[src/rtl/timer_pkg.sv]
// Shared timer definitions: register map, interrupt bit position and compare reset value.
package timer_pkg;

  localparam int unsigned ADDR_TDR0  = 32'h004;
  localparam int unsigned ADDR_TDR1  = 32'h008;
  localparam int unsigned ADDR_TCMP0 = 32'h00C;
  localparam int unsigned ADDR_TCMP1 = 32'h010;
  localparam int unsigned ADDR_TIER  = 32'h014;
  localparam int unsigned ADDR_TISR  = 32'h018;

  localparam int unsigned INT_BIT = 0;

  // All-ones keeps a freshly reset counter at 0 from matching.
  localparam logic [63:0] CMP_RST_DEF = 64'hFFFF_FFFF_FFFF_FFFF;

endpackage : timer_pkg

[src/rtl/timer_int_ctrl.sv]
// Compare-match edge detection, sticky status with set-over-clear priority, and gated interrupt line.
module timer_int_ctrl (
  input  logic clk,
  input  logic rst_n,
  input  logic match_raw,
  input  logic cmp_wr,
  input  logic st_clr,
  input  logic int_en_nxt,
  output logic int_st,
  output logic tim_int
);

  logic match_q;
  logic set_c;
  logic int_st_nxt;

  // A compare write masks this cycle's edge and re-arms detection for the next one.
  assign set_c      = match_raw & ~match_q & ~cmp_wr;
  assign int_st_nxt = set_c | (int_st & ~st_clr);

  always_ff @(posedge clk or negedge rst_n) begin
    if (!rst_n) begin
      match_q <= 1'b0;
      int_st  <= 1'b0;
      tim_int <= 1'b0;
    end else begin
      match_q <= cmp_wr ? 1'b0 : match_raw;
      int_st  <= int_st_nxt;
      tim_int <= int_st_nxt & int_en_nxt;
    end
  end

endmodule : timer_int_ctrl

[src/rtl/timer_cmp_rd.sv]
// Timer compare/status registers and registered read path with coherent 64-bit counter snapshot.
module timer_cmp_rd
  import timer_pkg::*;
#(
  parameter int unsigned ADDR_W  = 12,
  parameter logic [63:0] CMP_RST = CMP_RST_DEF
) (
  input  logic              clk,
  input  logic              rst_n,
  input  logic [ADDR_W-1:0] addr,
  input  logic [31:0]       wdata,
  input  logic              wr_en,
  input  logic              rd_en,
  input  logic [63:0]       cnt_value,
  output logic [31:0]       rdata,
  output logic              rd_valid,
  output logic              tim_int
);

  logic        sel_tdr0, sel_tdr1, sel_tcmp0, sel_tcmp1, sel_tier, sel_tisr;
  logic [63:0] compare;
  logic [31:0] snap_hi;
  logic [31:0] rd_mux;
  logic        int_en;
  logic        int_en_nxt;
  logic        int_st;
  logic        cmp_wr;
  logic        st_clr;
  logic        match_raw;

  assign sel_tdr0  = (addr == ADDR_W'(ADDR_TDR0));
  assign sel_tdr1  = (addr == ADDR_W'(ADDR_TDR1));
  assign sel_tcmp0 = (addr == ADDR_W'(ADDR_TCMP0));
  assign sel_tcmp1 = (addr == ADDR_W'(ADDR_TCMP1));
  assign sel_tier  = (addr == ADDR_W'(ADDR_TIER));
  assign sel_tisr  = (addr == ADDR_W'(ADDR_TISR));

  assign cmp_wr     = wr_en & (sel_tcmp0 | sel_tcmp1);
  assign st_clr     = wr_en & sel_tisr & wdata[INT_BIT];
  assign int_en_nxt = (wr_en & sel_tier) ? wdata[INT_BIT] : int_en;
  assign match_raw  = (cnt_value == compare);

  // Read mux sees pre-write register values, so a same-cycle write is not visible.
  always_comb begin
    rd_mux = '0;
    if (sel_tdr0) begin
      rd_mux = cnt_value[31:0];
    end else if (sel_tdr1) begin
      rd_mux = snap_hi;
    end else if (sel_tcmp0) begin
      rd_mux = compare[31:0];
    end else if (sel_tcmp1) begin
      rd_mux = compare[63:32];
    end else if (sel_tier) begin
      rd_mux[INT_BIT] = int_en;
    end else if (sel_tisr) begin
      rd_mux[INT_BIT] = int_st;
    end
  end

  always_ff @(posedge clk or negedge rst_n) begin
    if (!rst_n) begin
      compare <= CMP_RST;
      int_en  <= 1'b0;
    end else begin
      if (wr_en && sel_tcmp0) compare[31:0]  <= wdata;
      if (wr_en && sel_tcmp1) compare[63:32] <= wdata;
      int_en <= int_en_nxt;
    end
  end

  // High word is captured alongside the low-word read so TDR0 then TDR1 is coherent.
  always_ff @(posedge clk or negedge rst_n) begin
    if (!rst_n) begin
      rdata    <= '0;
      rd_valid <= 1'b0;
      snap_hi  <= '0;
    end else begin
      rd_valid <= rd_en;
      if (rd_en) begin
        rdata <= rd_mux;
        if (sel_tdr0) snap_hi <= cnt_value[63:32];
      end
    end
  end

  timer_int_ctrl u_int_ctrl (
    .clk        (clk),
    .rst_n      (rst_n),
    .match_raw  (match_raw),
    .cmp_wr     (cmp_wr),
    .st_clr     (st_clr),
    .int_en_nxt (int_en_nxt),
    .int_st     (int_st),
    .tim_int    (tim_int)
  );

endmodule : timer_cmp_rd

[config.mk]
export PLATFORM = sky130hd
export DESIGN_NAME = timer_cmp_rd
export DESIGN_NICKNAME = d
export VERILOG_FILES = /design/src/rtl/timer_pkg.sv /design/src/rtl/timer_int_ctrl.sv /design/src/rtl/timer_cmp_rd.sv
export SDC_FILE = /design/constraint.sdc
export NUM_CORES = 1
export LEC_CHECK = 0
export CORE_MARGIN = 2
export CORE_UTILIZATION = 60
export CTS_CLUSTER_DIAMETER = 50
export DETAILED_ROUTE_END_ITERATION = 8
export DONT_BUFFER_PORTS = 1
export MAX_ROUTING_LAYER = met4
export PLACE_DENSITY = 0.84
export SLEW_MARGIN = 20
export SYNTH_ARGS = -nofsm -noshare
export SYNTH_HDL_FRONTEND = slang
export SYNTH_SLANG_ARGS = --single-unit
[constraint.sdc]
create_clock -name clk -period 3.9 [get_ports clk]
set_clock_uncertainty 0.05 [all_clocks]
set_input_delay 0.78 -clock clk [delete_from_list [all_inputs] [get_ports clk]]
set_output_delay 0.78 -clock clk [all_outputs]
set_load 0.03 [all_outputs]
==> impl_metrics.csv, run 1 <==
group,metric,value,unit
detailed_routing,vias,4638,
grt,grt_pass1_wl,27160,um
sta,setup_violations,0,
clock_tree,path_clk_slew,0.06,ns
floorplan,design.core.area,10890,sq um
clock_tree,cts_buffers,17,
logic_synthesis,synth_nets,656,
setup_path,path_max_fanout,18,
grt,grt_max_degree,70,
logic_synthesis,ys_ff_latch,133,
clock_tree,clk-insertion-delay-late,0.53,ns
power_and_ir_drop,leakage,3.056,nW
logic_synthesis,synth_fa_ha_area_share,0,%
sta,hold_viol_final,0,
logic_synthesis,synth_seq_area_share,50.56,%
sta,slew_viol_final,0,
setup_path,arrival,3.13,ns
clock_tree,cts_num_sinks,133,
placement,place.gp.congestion,0.8725,
status,status,"finished, final reports clean",
logic_synthesis,synthCells,544,
placement,postPlaceCellArea,6853,sq um
logic_synthesis,synth_compound_area_share,12.49,%
floorplan,placementRows,38,
placement,post-place-ws,0.6274,ns
detailed_routing,dr.pass1.iters,6,
setup_path,endpoint_kind,"register",
clock_tree,clock_path_buffers,2,
layout,drive_above_1_share,37.25,%
sta,relSlewSlack,51.96,%
detailed_routing,viasPerCell,6.683,
setup_path,r2r_slack,1.82,ns
sta,fin_ws,1.169,ns
sta,worst_slew_pin_slew,0.7198,ns
detailed_routing,drc_errors,0,
detailed_routing,avgRoutedWirePerCell,25.82,um
grt,track_usage,31.90,%
layout,fill_cells,751,
placement,io_buffer_count,0,
floorplan,initial_utilization,61.92,%
layout,final_util,68.87,%
detailed_routing,wl,17920,um
sta,min_period,2.731,ns
setup_path,start_kind,"input port",
power_and_ir_drop,ir_drop,0.0003781,V
sta,finalCritPeriodShare,70.02,%
logic_synthesis,synthesis.area,6741,sq um
logic_synthesis,synth_mux_area_share,17.95,%
placement,dp_hpwl,11970,um
grt,grt_overflow,0,
grt,grt_pass1_vias,5009,
clock_tree,htreeDepth,4,
flow_run,cap_violations,0,
logic_synthesis,synth_top_family_by_area,"multiplexers",
sta,max_freq,0.3662,GHz
hold_path,hp-class,"input port to async pin",
layout,fin_nets,652,
logic_synthesis,yosys_warnings,0,
clock_tree,root_buffer,"clkbuf_8",
logic_synthesis,synthXorXnorAreaFrac,8.315,%
floorplan,die_area,12100,sq um
detailed_routing,ant_nets,0,
layout,final_cell_mix,"69 x dfrtp_1, 65 x mux2_2, 64 x xnor2_1, 64 x dfstp_2, 62 x a22oi_1",
sta,whs,0.05059,ns
sta,rsz0062_at_grt,"no",
floorplan,die_w,110,um
logic_synthesis,synth_cell_types,41,
layout,final_common_cell,"dfrtp_1",
setup_path,cp_data_required_time,4.30,ns
layout,area_delta_synth_final,11.23,%
layout,fin_area,7498,sq um
logic_synthesis,yosys.area_share.simple,8.111,%
power_and_ir_drop,powerDensity,423.3,nW/um^2
floorplan,ios,146,
floorplan,die_h,110,um
detailed_routing,first_iter_violations,414,
sta,tns,0,ns
clock_tree,cts_tree,"done",
grt,antenna_found_initial,1,
setup_path,critPathKind,"input port to register",
clock_tree,cts_setup_buffers,0,
logic_synthesis,synth_area_per_cell,12.39,sq um
[report_power, final]
part | switching, mW | total, mW | internal, mW
logic | 0.0650 | 0.114 | 0.0493
registers | 0.00744 | 1.40 | 1.39
clock network | 0.574 | 1.66 | 1.09
[per-layer routing]
layer,part of all wire [%],up-vias,track usage [%]
met5,0,-,-
met4,2.7,0,12.93
met3,11,38,11.58
met2,49,256,50.74
met1,37,2351,36.78
li1,-,1993,-
[metrics by stage]
stage | power, mW | cells
after global placement | 1.512 | 660
after floorplan | 1.498 | 544
after detailed placement | 1.515 | 660
final | 3.174 | 694
after CTS | 3.193 | 693
after global routing | 3.263 | 694
[cell families after synthesis]
| group | after synthesis |
|---|---|
| AO/OA/AOI/OAI | 133 |
| XOR/XNOR | 64 |
| buffers and inverters | 38 |
| flip-flops | 133 |
| multiplexers | 98 |
| AND/OR/NAND/NOR | 78 |
[critical path, cell delays in order]
cell and delay [ns]:
nor4_4 0.38, nand3_4 0.21, or4b_2 1.02, buf_4 0.38, mux2_4 0.34
[registers in the layout (all words and copies together), names as in the netlist]
name and cells:
u_int_ctrl.match_q 1, rdata 32, int_en 1, u_int_ctrl.int_st 1
snap_hi 32, compare 64, u_int_ctrl.tim_int 1, rd_valid 1
[layout make-up]
class                           instances  area, sq um  share of cell area, %
Timing Repair Buffer                   11        102.6                  1.368
Antenna cell                            1        2.502                0.03337
Inverter                                4        15.01                 0.2002
Tap cell                              140        175.2                  2.336
Clock buffer                           23        466.7                  6.224
Clock inverter                          9        148.9                  1.986
Sequential cell                       133         3408                  45.45
Multi-Input combinational cell        373         3179                  42.40
[cell usage after synthesis]
| master | count | share of area (%) |
|---|---|---|
| a21oi_1 | 1 | 0.074 |
| a22oi_1 | 62 | 6.9 |
| and4b_1 | 1 | 0.15 |
| buf_1 | 1 | 0.056 |
| buf_2 | 7 | 0.52 |
| buf_6 | 3 | 0.50 |
| clkbuf_1 | 23 | 1.3 |
| clkinv_1 | 1 | 0.056 |
| dfrtp_1 | 69 | 26 |
| dfstp_2 | 64 | 25 |
| inv_1 | 3 | 0.17 |
| mux2_1 | 2 | 0.33 |
| mux2_2 | 65 | 11 |
| mux2_4 | 29 | 6.5 |
| mux2i_1 | 2 | 0.30 |
| nand2_1 | 4 | 0.22 |
| nand2b_1 | 33 | 3.1 |
| nand3_1 | 1 | 0.074 |
| nand3_4 | 1 | 0.26 |
| nand4_1 | 19 | 1.8 |
| nand4b_1 | 1 | 0.13 |
| nor2_1 | 3 | 0.17 |
| nor3_1 | 1 | 0.074 |
| nor3_2 | 1 | 0.15 |
| nor3b_1 | 1 | 0.11 |
| nor4_1 | 4 | 0.37 |
| nor4_2 | 1 | 0.19 |
| nor4_4 | 2 | 0.63 |
| nor4b_1 | 1 | 0.13 |
| nor4b_2 | 1 | 0.22 |
| o21a_1 | 1 | 0.11 |
| o21ai_0 | 55 | 4.1 |
| o21ai_1 | 8 | 0.59 |
| o22a_1 | 1 | 0.13 |
| o22ai_1 | 1 | 0.093 |
| o31a_1 | 1 | 0.13 |
| o31ai_1 | 1 | 0.11 |
| o41ai_1 | 2 | 0.26 |
| or4_1 | 1 | 0.11 |
| or4b_1 | 2 | 0.30 |
| xnor2_1 | 64 | 8.3 |
[final timing paths]
check	startpoint	endpoint	cells after the start
min in group clk	rd_en	rd_valid$_DFF_PN0_	0
setup reg to reg	compare[58]$_DFFE_PN1P_	u_int_ctrl.int_st$_DFF_PN0_	5
setup / recovery	addr[11]	compare[18]$_DFFE_PN1P_	5
max in group asynchronous	rst_n	rdata[3]$_DFFE_PN0P_	1
hold reg to reg	u_int_ctrl.match_q$_DFF_PN0_	u_int_ctrl.int_st$_DFF_PN0_	1
hold / removal	rst_n	compare[33]$_DFFE_PN1P_	0
[what timing repair did]
action,CTS,global route
endpoints found under the hold margin,69,0
hold buffers,1,0
gates resized for setup,0,0
(Power assumes the default switching activity.)
==> run 2, diff against run 1 <==
clock period = 2.85 ns   (was 3.9 ns; I/O delays follow)
==> run 2 against run 1 <==
Against the previous run: the flow now finishes with violations (negative hold slack); wire length fell by 3.2%; first-iteration DRC count fell by 16%; clock power rose by 26%; sequential power rose by 36%; final cell count rose by 0.72%; utilization fell by 0.080 points; non-clock buffer count rose by 6; sequential share of layout area rose by 0.053 points; worst setup slack got worse by 0.51 ns; critical path depth did not move; critical path type is now register to register; largest power group unchanged.
==> impl_metrics.csv, run 2 (same netlist as run 1, synthesis figures left out) <==
group,metric,value,unit
status,status,"complete, but fails checks",
status,violations,"negative hold slack",
sta,relSlewSlack,57.78,%
floorplan,die_area,12100,sq um
layout,final_util,68.79,%
clock_tree,cts_resized,0,
grt,antenna_found_initial,0,
layout,top_register,"compare",
grt,grt_max_degree,134,
clock_tree,cts_buffers,17,
layout,largest_reg_flops,64,
power_and_ir_drop,ir_drop,0.0005213,V
detailed_routing,wl,17350,um
grt,grt_pass1_wl,26550,um
placement,io_buffer_count,0,
clock_tree,htreeDepth,4,
setup_path,arrival,2.56,ns
setup_path,path_max_fanout,3,
detailed_routing,vias,4638,
layout,drive_above_1_share,37.57,%
layout,fin_cells,699,
power_and_ir_drop,total_power,4.142,mW
clock_tree,root_buffer,"clkbuf_8",
sta,max_freq,0.4560,GHz
detailed_routing,ant_nets,0,
power_and_ir_drop,powerDensity,553.0,nW/um^2
placement,dp_hpwl,12110,um
setup_path,cp_data_required_time,3.22,ns
floorplan,die_w,110,um
layout,area_delta_synth_final,11.10,%
setup_path,start_kind,"register",
layout,fin_nets,658,
layout,final_common_cell,"dfrtp_1",
clock_tree,clock_path_buffers,2,
placement,post-place-ws,0.3412,ns
setup_path,crit_chain,"xnor2_1 > nand4_1 > nor4_1 > nand3_1 > o41ai_1",
flow_run,cap_violations,0,
setup_path,critPathKind,"register to register",
clock_tree,path_clk_slew,0.06,ns
detailed_routing,first_iter_violations,349,
floorplan,placementRows,38,
floorplan,initial_utilization,61.92,%
clock_tree,cts_hold_buf,1,
clock_tree,cts_num_sinks,133,
sta,whs,-0.3156,ns
placement,place.gp.congestion,0.8821,
sta,finalCritPeriodShare,76.95,%
layout,reg.largest.list,"compare x64, rdata x32, snap_hi x32",
detailed_routing,viasPerCell,6.635,
detailed_routing,avgRoutedWirePerCell,24.83,um
power_and_ir_drop,leakage,3.047,nW
setup_path,endpoint_kind,"register",
floorplan,ios,146,
setup_path,rr_worst_depth,5,
floorplan,die_h,110,um
detailed_routing,dr.pass1.iters,5,
clock_tree,clk-insertion-delay-late,0.54,ns
grt,grt_pass1_vias,4971,
clock_tree,cts_tree,"done",
layout,fill_cells,751,
floorplan,design.core.area,10890,sq um
sta,fin_ws,0.6568,ns
sta,setup_violations,0,
detailed_routing,drc_errors,0,
sta,slew_viol_final,0,
placement,dp_cells,666,
layout,num_antenna_cells,0,
sta,hold_viol_final,133,
sta,rsz0062_at_grt,"no",
setup_path,cp_slowest_cell,"dfstp_2",
hold_path,hp-class,"input port to async pin",
grt,grt_overflow,0,
sta,tns,0,ns
layout,final_cell_mix,"69 x dfrtp_1, 65 x mux2_2, 64 x xnor2_1, 64 x dfstp_2, 62 x a22oi_1",
sta,min_period,2.193,ns
sta,worst_slew_pin_slew,0.6245,ns
grt,track_usage,31.02,%
setup_path,cpPeakStageDelay,0.55,ns
## run 2: changes by cell type in the layout (fill, tap and decap cells not counted), sizes merged
cell         change
clkinvlp         +2
clkbuf           +1
dlygate4sd3      +1
clkinv           -1
buf              +5
bufinv           -2
diode            -1
## run 2: cell type report
type	count	area, sq um	share of cell area, %
Clock buffer	24	470.5	6.281
Multi-Input combinational cell	373	3179	42.45
Inverter	4	15.01	0.2005
Clock inverter	8	98.84	1.320
Sequential cell	133	3408	45.51
Tap cell	140	175.2	2.339
Timing Repair Buffer	17	142.6	1.904
## run 2: through the flow
step,cell area (sq um),hold slack [ns]
3_3_place_gp,6910,0.2294
6_report,7490,-0.3156
3_5_place_dp,6910,0.2291
2_1_floorplan,6741,0.2244
5_1_grt,7490,-0.3387
4_1_cts,7490,-0.3433
## run 2: path summary, 6_finish.rpt
path,end,start,slack (ns)
min,int_en$_DFF_PN0_,rst_n,-0.32
max,u_int_ctrl.int_st$_DFF_PN0_,compare[45]$_DFFE_PN1P_,0.66
max in group asynchronous,compare[25]$_DFFE_PN1P_,rst_n,2.81
min in group clk,compare[0]$_DFFE_PN1P_,wdata[0],0.12
min reg2reg,u_int_ctrl.int_st$_DFF_PN0_,u_int_ctrl.match_q$_DFF_PN0_,0.42
max reg2reg,u_int_ctrl.int_st$_DFF_PN0_,compare[45]$_DFFE_PN1P_,0.66
## run 2: per-layer routing
| metal | track usage, % | share of wire, % |
|---|---|---|
| met3 | 10.11 | 10 |
| met4 | 14.74 | 3.3 |
| met2 | 49.04 | 48 |
| met5 | - | 0 |
| met1 | 35.88 | 38 |
## run 2: worst max-delay path, delay by kind of cell, from the launching register on
kind             cells  cell delay, ns
XOR/XNOR             1            0.18
AO/OA/AOI/OAI        1            0.38
flip-flops           1            0.55
AND/OR/NAND/NOR      3            0.92
## run 2: report_power, final
part / total [mW] / switching [mW] / internal (mW)
clock: 2.09 / 0.784 / 1.31
sequential: 1.91 / 0.00986 / 1.91
combinational: 0.132 / 0.0671 / 0.0653
## run 2: repair_timing
action | in CTS | in global routing
buffers inserted | 0 | 0
endpoints found under the setup margin | 0 | 0
hold endpoints to repair | 134 | 133
